===== config.mk =====
export PLATFORM = sky130hd
export DESIGN_NAME = scaler_phase_gen
export DESIGN_NICKNAME = d
export VERILOG_FILES = /design/src/rtl/scaler_pkg.sv /design/src/rtl/scaler_serial_div.sv /design/src/rtl/scaler_phase_gen.sv
export SDC_FILE = /design/constraint.sdc
export NUM_CORES = 1
export LEC_CHECK = 0
export ABC_AREA = 1
export CAP_MARGIN = 20
export CORE_ASPECT_RATIO = 0.7
export CORE_UTILIZATION = 35
export CTS_BUF_LIST = sky130_fd_sc_hd__clkbuf_2
export DETAILED_ROUTE_END_ITERATION = 7
export PLACE_DENSITY = 0.58
export SETUP_SLACK_MARGIN = 0.1
export SLEW_MARGIN = 30
export SYNTH_ARGS = -nofsm -noshare
export SYNTH_HDL_FRONTEND = slang
export SYNTH_SLANG_ARGS = --single-unit

===== constraint.sdc =====
create_clock -name clk -period 15.5 [get_ports clk]
set_input_delay 2.325 -clock clk [delete_from_list [all_inputs] [get_ports clk]]
set_output_delay 2.325 -clock clk [all_outputs]
set_load 0.005 [all_outputs]

===== src/rtl/scaler_pkg.sv =====
// Shared types and width helpers for the 1-D scaling sequencer.
package scaler_pkg;

  typedef enum logic [1:0] {
    StIdle,
    StDiv,
    StInit,
    StRun
  } state_e;

  // Defaults for the reference configuration.
  localparam int unsigned DefSWidth = 12;
  localparam int unsigned DefFBits  = 8;

  // DDA step carries the source count plus the phase fraction.
  function automatic int unsigned step_width(input int unsigned s_w, input int unsigned f_b);
    return s_w + f_b;
  endfunction

  // Position is signed: the centred mapping starts slightly below zero.
  function automatic int unsigned pos_width(input int unsigned s_w, input int unsigned f_b);
    return s_w + f_b + 1;
  endfunction

  function automatic int unsigned bid_width(input int unsigned bufs);
    return (bufs > 1) ? $clog2(bufs) : 1;
  endfunction

endpackage


===== src/rtl/scaler_serial_div.sv =====
// Restoring serial divider: one quotient bit per cycle, DividendW cycles after start_i.
// done_o is high for exactly one cycle; quotient_o holds until the next start_i.
module scaler_serial_div #(
  parameter int unsigned DividendW = 20,
  parameter int unsigned DivisorW  = 12
) (
  input  logic                 clk,
  input  logic                 reset,
  input  logic                 start_i,
  input  logic [DividendW-1:0] dividend_i,
  input  logic [DivisorW-1:0]  divisor_i,
  output logic [DividendW-1:0] quotient_o,
  output logic                 done_o
);

  localparam int unsigned CntW = $clog2(DividendW + 1);

  // quo_q shifts the dividend out of its MSB while quotient bits enter at the LSB.
  logic [DividendW-1:0] quo_q, quo_d;
  logic [DivisorW-1:0]  rem_q, rem_d, dvs_q, dvs_d;
  logic [CntW-1:0]      cnt_q, cnt_d;
  logic                 run_q, run_d;
  logic [DivisorW:0]    rem_sh;

  // One restoring step per cycle while running.
  always_comb begin
    quo_d  = quo_q;
    rem_d  = rem_q;
    dvs_d  = dvs_q;
    cnt_d  = cnt_q;
    run_d  = run_q;
    rem_sh = {rem_q, quo_q[DividendW-1]};
    if (start_i) begin
      quo_d = dividend_i;
      rem_d = '0;
      dvs_d = divisor_i;
      cnt_d = CntW'(DividendW);
      run_d = 1'b1;
    end else if (run_q) begin
      if (cnt_q == '0) begin
        run_d = 1'b0;
      end else begin
        cnt_d = cnt_q - CntW'(1);
        if (rem_sh >= {1'b0, dvs_q}) begin
          rem_d = DivisorW'(rem_sh - {1'b0, dvs_q});
          quo_d = {quo_q[DividendW-2:0], 1'b1};
        end else begin
          rem_d = rem_sh[DivisorW-1:0];
          quo_d = {quo_q[DividendW-2:0], 1'b0};
        end
      end
    end
  end

  // Divider state registers.
  always_ff @(posedge clk) begin
    if (reset) begin
      quo_q <= '0;
      rem_q <= '0;
      dvs_q <= '0;
      cnt_q <= '0;
      run_q <= 1'b0;
    end else begin
      quo_q <= quo_d;
      rem_q <= rem_d;
      dvs_q <= dvs_d;
      cnt_q <= cnt_d;
      run_q <= run_d;
    end
  end

  assign quotient_o = quo_q;
  assign done_o     = run_q && (cnt_q == '0);

endmodule


===== src/rtl/scaler_phase_gen.sv =====
// 1-D scaling sequencer: maps output sample index to source index, phase, tap
// advance and per-tap line-buffer id, presented on a valid/ready beat stream.
// Optional SCALER_NEAREST_EN adds a 'nearest' input selecting rounded
// nearest-neighbour mapping for the line.
module scaler_phase_gen
  import scaler_pkg::*;
#(
  parameter int unsigned C_S_WIDTH = 12,
  parameter int unsigned C_M_WIDTH = 12,
  parameter int unsigned C_F_BITS  = 8,
  parameter int unsigned C_TAPS    = 2,
  parameter int unsigned C_S_BUFS  = 4
) (
  input  logic                                   clk,
  input  logic                                   reset,
  input  logic                                   start,
`ifdef SCALER_NEAREST_EN
  input  logic                                   nearest,
`endif
  input  logic [C_S_WIDTH-1:0]                   s_nbr,
  input  logic [C_M_WIDTH-1:0]                   m_nbr,
  output logic                                   busy,
  output logic                                   m_valid,
  input  logic                                   m_ready,
  output logic [C_S_WIDTH-1:0]                   m_sidx,
  output logic [C_F_BITS-1:0]                    m_phase,
  output logic [C_S_WIDTH-1:0]                   m_sadv,
  output logic [C_TAPS*bid_width(C_S_BUFS)-1:0]  m_bid,
  output logic                                   m_first,
  output logic                                   m_last
);

  localparam int unsigned StepW = step_width(C_S_WIDTH, C_F_BITS);
  localparam int unsigned PosW  = pos_width(C_S_WIDTH, C_F_BITS);
  localparam int unsigned BidW  = bid_width(C_S_BUFS);
  localparam int unsigned IdxW  = C_S_WIDTH + 1;
  localparam logic signed [PosW-1:0] HalfP = PosW'(1) << (C_F_BITS - 1);
  localparam logic signed [PosW:0]   HalfT = (PosW + 1)'(1) << (C_F_BITS - 1);

  state_e                  state_q, state_d;
  logic [C_S_WIDTH-1:0]    s_q, s_d, prev_lim_q, prev_lim_d;
  logic [C_M_WIDTH-1:0]    m_q, m_d, cnt_q, cnt_d;
  logic signed [PosW-1:0]  pos_q, pos_d;
  logic [BidW-1:0]         base_q, base_d;

  logic                    accept, hs, div_done, near_mode;
  logic [StepW-1:0]        step;

  assign accept = start && (state_q == StIdle);
  assign hs     = m_valid && m_ready;

  scaler_serial_div #(
    .DividendW (StepW),
    .DivisorW  (C_M_WIDTH)
  ) u_div (
    .clk        (clk),
    .reset      (reset),
    .start_i    (accept),
    .dividend_i ({s_nbr, {C_F_BITS{1'b0}}}),
    .divisor_i  (m_nbr),
    .quotient_o (step),
    .done_o     (div_done)
  );

`ifdef SCALER_NEAREST_EN
  logic nearest_q, nearest_d;

  // Mapping mode is frozen for the whole line at the accepted start.
  always_comb nearest_d = accept ? nearest : nearest_q;

  // Mode register.
  always_ff @(posedge clk) begin
    if (reset) nearest_q <= 1'b0;
    else       nearest_q <= nearest_d;
  end

  assign near_mode = nearest_q;
`else
  assign near_mode = 1'b0;
`endif

  // State register.
  always_ff @(posedge clk) begin
    if (reset) state_q <= StIdle;
    else       state_q <= state_d;
  end

  // Next-state logic.
  always_comb begin
    state_d = state_q;
    unique case (state_q)
      StIdle:  if (start) state_d = StDiv;
      StDiv:   if (div_done) state_d = StInit;
      StInit:  state_d = StRun;
      StRun:   if (hs && m_last) state_d = StIdle;
      default: state_d = StIdle;
    endcase
  end

  logic signed [PosW:0]   tgt, raw, s_last;
  logic [C_S_WIDTH-1:0]   s_m1, sidx, sadv;
  logic [C_F_BITS-1:0]    phase;
  logic [IdxW-1:0]        lim, tidx;
  logic [C_TAPS*BidW-1:0] bid;

  // Beat decode from the current DDA position.
  always_comb begin
    s_m1   = s_q - C_S_WIDTH'(1);
    s_last = $signed({{(PosW + 1 - C_S_WIDTH){1'b0}}, s_m1});
    tgt    = {pos_q[PosW-1], pos_q};
    if (near_mode) tgt = tgt + HalfT;
    raw   = tgt >>> C_F_BITS;
    sidx  = '0;
    phase = '0;
    if (tgt[PosW]) begin
      sidx = '0;
    end else if (raw >= s_last) begin
      sidx = s_m1;
    end else begin
      sidx  = raw[C_S_WIDTH-1:0];
      phase = near_mode ? '0 : pos_q[C_F_BITS-1:0];
    end
    // Samples needed so far is the clamped end of the tap window.
    lim = {1'b0, sidx} + IdxW'(C_TAPS);
    if (lim > {1'b0, s_q}) lim = {1'b0, s_q};
    sadv = lim[C_S_WIDTH-1:0];
    if (cnt_q != '0) sadv = sadv - prev_lim_q;
    bid  = '0;
    tidx = '0;
    for (int t = 0; t < C_TAPS; t++) begin
      tidx = {1'b0, sidx} + IdxW'(t);
      if (near_mode)                   tidx = {1'b0, sidx};
      else if (tidx > {1'b0, s_m1})    tidx = {1'b0, s_m1};
      bid[t*BidW +: BidW] = BidW'((tidx + IdxW'(base_q)) % IdxW'(C_S_BUFS));
    end
  end

  // Datapath next state: line latch, DDA init/advance, buffer ring base.
  always_comb begin
    s_d        = s_q;
    m_d        = m_q;
    cnt_d      = cnt_q;
    pos_d      = pos_q;
    prev_lim_d = prev_lim_q;
    base_d     = base_q;
    if (accept) begin
      s_d = s_nbr;
      m_d = m_nbr;
    end
    if (state_q == StInit) begin
      pos_d = $signed(PosW'(step >> 1)) - HalfP;
      cnt_d = '0;
    end
    if (hs) begin
      if (m_last) begin
        base_d = BidW'((IdxW'(base_q) + IdxW'(s_q)) % IdxW'(C_S_BUFS));
      end else begin
        pos_d      = pos_q + $signed(PosW'(step));
        cnt_d      = cnt_q + C_M_WIDTH'(1);
        prev_lim_d = lim[C_S_WIDTH-1:0];
      end
    end
  end

  // Datapath registers.
  always_ff @(posedge clk) begin
    if (reset) begin
      s_q        <= '0;
      m_q        <= '0;
      cnt_q      <= '0;
      pos_q      <= '0;
      prev_lim_q <= '0;
      base_q     <= '0;
    end else begin
      s_q        <= s_d;
      m_q        <= m_d;
      cnt_q      <= cnt_d;
      pos_q      <= pos_d;
      prev_lim_q <= prev_lim_d;
      base_q     <= base_d;
    end
  end

  // Outputs: beat fields are forced to zero outside RUN.
  always_comb begin
    busy    = (state_q != StIdle);
    m_valid = (state_q == StRun);
    m_sidx  = '0;
    m_phase = '0;
    m_sadv  = '0;
    m_bid   = '0;
    m_first = 1'b0;
    m_last  = 1'b0;
    if (state_q == StRun) begin
      m_sidx  = sidx;
      m_phase = phase;
      m_sadv  = sadv;
      m_bid   = bid;
      m_first = (cnt_q == '0);
      m_last  = (cnt_q == m_q - C_M_WIDTH'(1));
    end
  end

endmodule


==> run metrics <==
Synth Instances 1429; Die ar. 28330 sq um; Syn Nets 1562; final core utilization 0.3993; status finished clean; pin count of the biggest net entering global routing 60; first-pass GRT wire length 48930 um; gr usage total 0.2214; max_slew headroom 0.3987; RePlAce Congestion 0.9885; Async SR Flop Fraction 0; synthesized area 9678 sq um; # rows 50; Post-CTS Setup Bufs 0; Worst Setup Start Kind flop; Worst Setup Path Type reg2out; Final Net Count 1602; vias per inst 5.317; DP Area 10670 sq um; grt ovf 0; Clock Tree Buf Depth 2; clk_skew 0.03859 ns; crit end category primary output; Starting Density 0.3589; f_max 84.59 MHz; commonest non-fill, non-tap cell in the layout nand2_1; period utilization 0.7627; clock tree from TritonCTS done; commonest non-fill, non-tap cells in the layout nand2_1, inv_1, a21oi_1; max incr delay on CP 0.54 ns; Hold Buf Count CTS 0; area growth from synthesis to layout 11.25%; top post-synthesis cells by area dfxtp_1, ha_1, nand2_1; H-tree levels 3; worst-margin pin slew 0.8963 ns; Final Hold Fails 0; drt pass-1 iters 5; M1 GR Usage 0.3529; clock sinks 111; Yosys warnings 0; Die Height 141.1 um; drt total wl 31450 um; CP Data Arrival Time 9.50 ns; Critical Path RT 13.18 ns; Final min period 11.82 ns; number of synthesized register bits 111; Slew Viols, Final 0; n_diodes 0; synth unique cells 54; Worst path most repeated cell a21oi_1; filler instances 2852; Max-Cap Viols 0; R2R cell count 34; Syn Area/Cell 6.773 sq um; vias in the first global route 8618; area of the multi-input gates 6521 sq um; TritonCTS buffer count 9; slowest cell on the critical path dfxtp_1; Port Buffers 67; post-layout instance area 10770 sq um; drt initial violations 903; antenna viol nets, final 0; Clock Pin Slew Worst Setup and Hold Paths 0.31 ns; worst hold path type reg2reg; total core area 26960 sq um; worst-skew pair later-pin latency 0.68 ns; Final setup viols 0; layout cells sized above 1 0.06988; Top-Level Pins 68; dpl hpwl 24680 um; RSZ-0062 raised after global routing no; M3 GR Usage 0.05687; Die X 200.8 um; top cell type's share of synthesized area 0.2296; register area 2222 sq um; wire per inst 17.11 um; Post-Route Setup TNS 0 ns; GRT busiest layer met1; CTS root buffer clkbuf_2; Post-synth EDFFs 0; Resize count post-CTS 0; vias 9772; Synth area leader dfxtp_1; Crit Path Max Fanout 21; DRC Markers 0; Main synth FF type dfxtp_1; sequential-to-total area share from yosys stat 0.2296; met2 track demand over resource 0.2908; hold path depth 2; initial antenna violation count 0
-- through the flow --
stage                     hold WS [ns]  cells  setup WS (ns)
after CTS                       0.5028   1838          3.753
after global routing            0.5265   1838          2.767
after detailed placement        0.4752   1822          4.608
after floorplan                 0.4453   1429          6.429
after global placement          0.4529   1822          4.760
final                           0.4987   1838          3.679
-- final timing paths --
kind                       start        endpoint  slack (ns)
hold / removal    u_div.cnt_q[0]  u_div.cnt_q[0]        0.50
hold reg to reg   u_div.cnt_q[0]  u_div.cnt_q[0]        0.50
setup / recovery          s_q[0]      m_sadv[11]        3.68
setup reg to reg          s_q[0]   prev_lim_q[0]        9.31
-- critical path: cells and delay by family (launching register included) --
family | cells | cell delay, ns
AOI/OAI and AO/OA | 19 | 2.71
and+or+nand+nor | 17 | 2.63
adders and majority gates | 4 | 1.14
buffers and inverters | 5 | 1.10
xor gates and xnor gates | 2 | 0.68
DFF | 1 | 0.54
-- layout make-up --
cell class	instances	area share
clock inverters	6	0.004184
inverters	197	0.06868
multi-input cells	1074	0.6057
repair buffers	76	0.06810
flip-flops and latches	111	0.2064
well taps	364	0.04230
clock buffers	10	0.004648
-- cell usage after synthesis (2+ instances only) --
cell / number
nand3_1: 74
buf_2: 3
or3_1: 2
o211ai_1: 8
a311oi_1: 6
nor4_1: 7
a21o_1: 4
dfxtp_1: 111
a31oi_1: 19
o21bai_1: 6
nand3_2: 5
xnor2_1: 14
a21oi_1: 138
buf_6: 2
clkbuf_1: 38
o21a_1: 2
nor3_1: 32
nand4_1: 22
nor4_2: 2
or2_2: 3
o21ai_1: 12
nor2_4: 4
o22ai_1: 13
o21ai_0: 95
fa_1: 3
clkinv_1: 2
inv_2: 20
a211oi_1: 21
nor2_1: 131
nand3_4: 3
nor2_2: 9
ha_1: 102
o21ai_2: 12
nand2_2: 11
xor2_1: 68
buf_1: 4
o221ai_1: 3
nand3b_1: 2
nand2_4: 3
inv_1: 175
nand2_1: 224
o31ai_1: 2
-- logic make-up (layout without fill, tap and decap cells) --
family                     count (synthesis)  in the layout  synth area share
AOI/OAI and AO/OA                        348            348            0.2062
xor gates and xnor gates                  82             82           0.07421
adders and majority gates                105            105            0.1381
buffers and inverters                    244            289           0.09657
DFF                                      111            111            0.2296
and+or+nand+nor                          539            539            0.2553
-- layer usage --
layer  vias up  wire length [um]
met5         -                 0
met4         0               318
met3        21              2715
met2       335             11590
met1      4518             16820
li1       4898                 -
-- flip-flops by register name, indices dropped and copies added, names as in the netlist --
name / count
base_q: 2
s_q: 12
u_div.dvs_q: 12
u_div.run_q: 1
state_q: 2
u_div.cnt_q: 5
u_div.quotient_o: 20
cnt_q: 12
u_div.rem_q: 12
prev_lim_q: 12
pos_q: 21
Power is left out: the tool's default activity adds up to more than one toggle a clock period on the data nets, which glitch-free logic cannot reach.
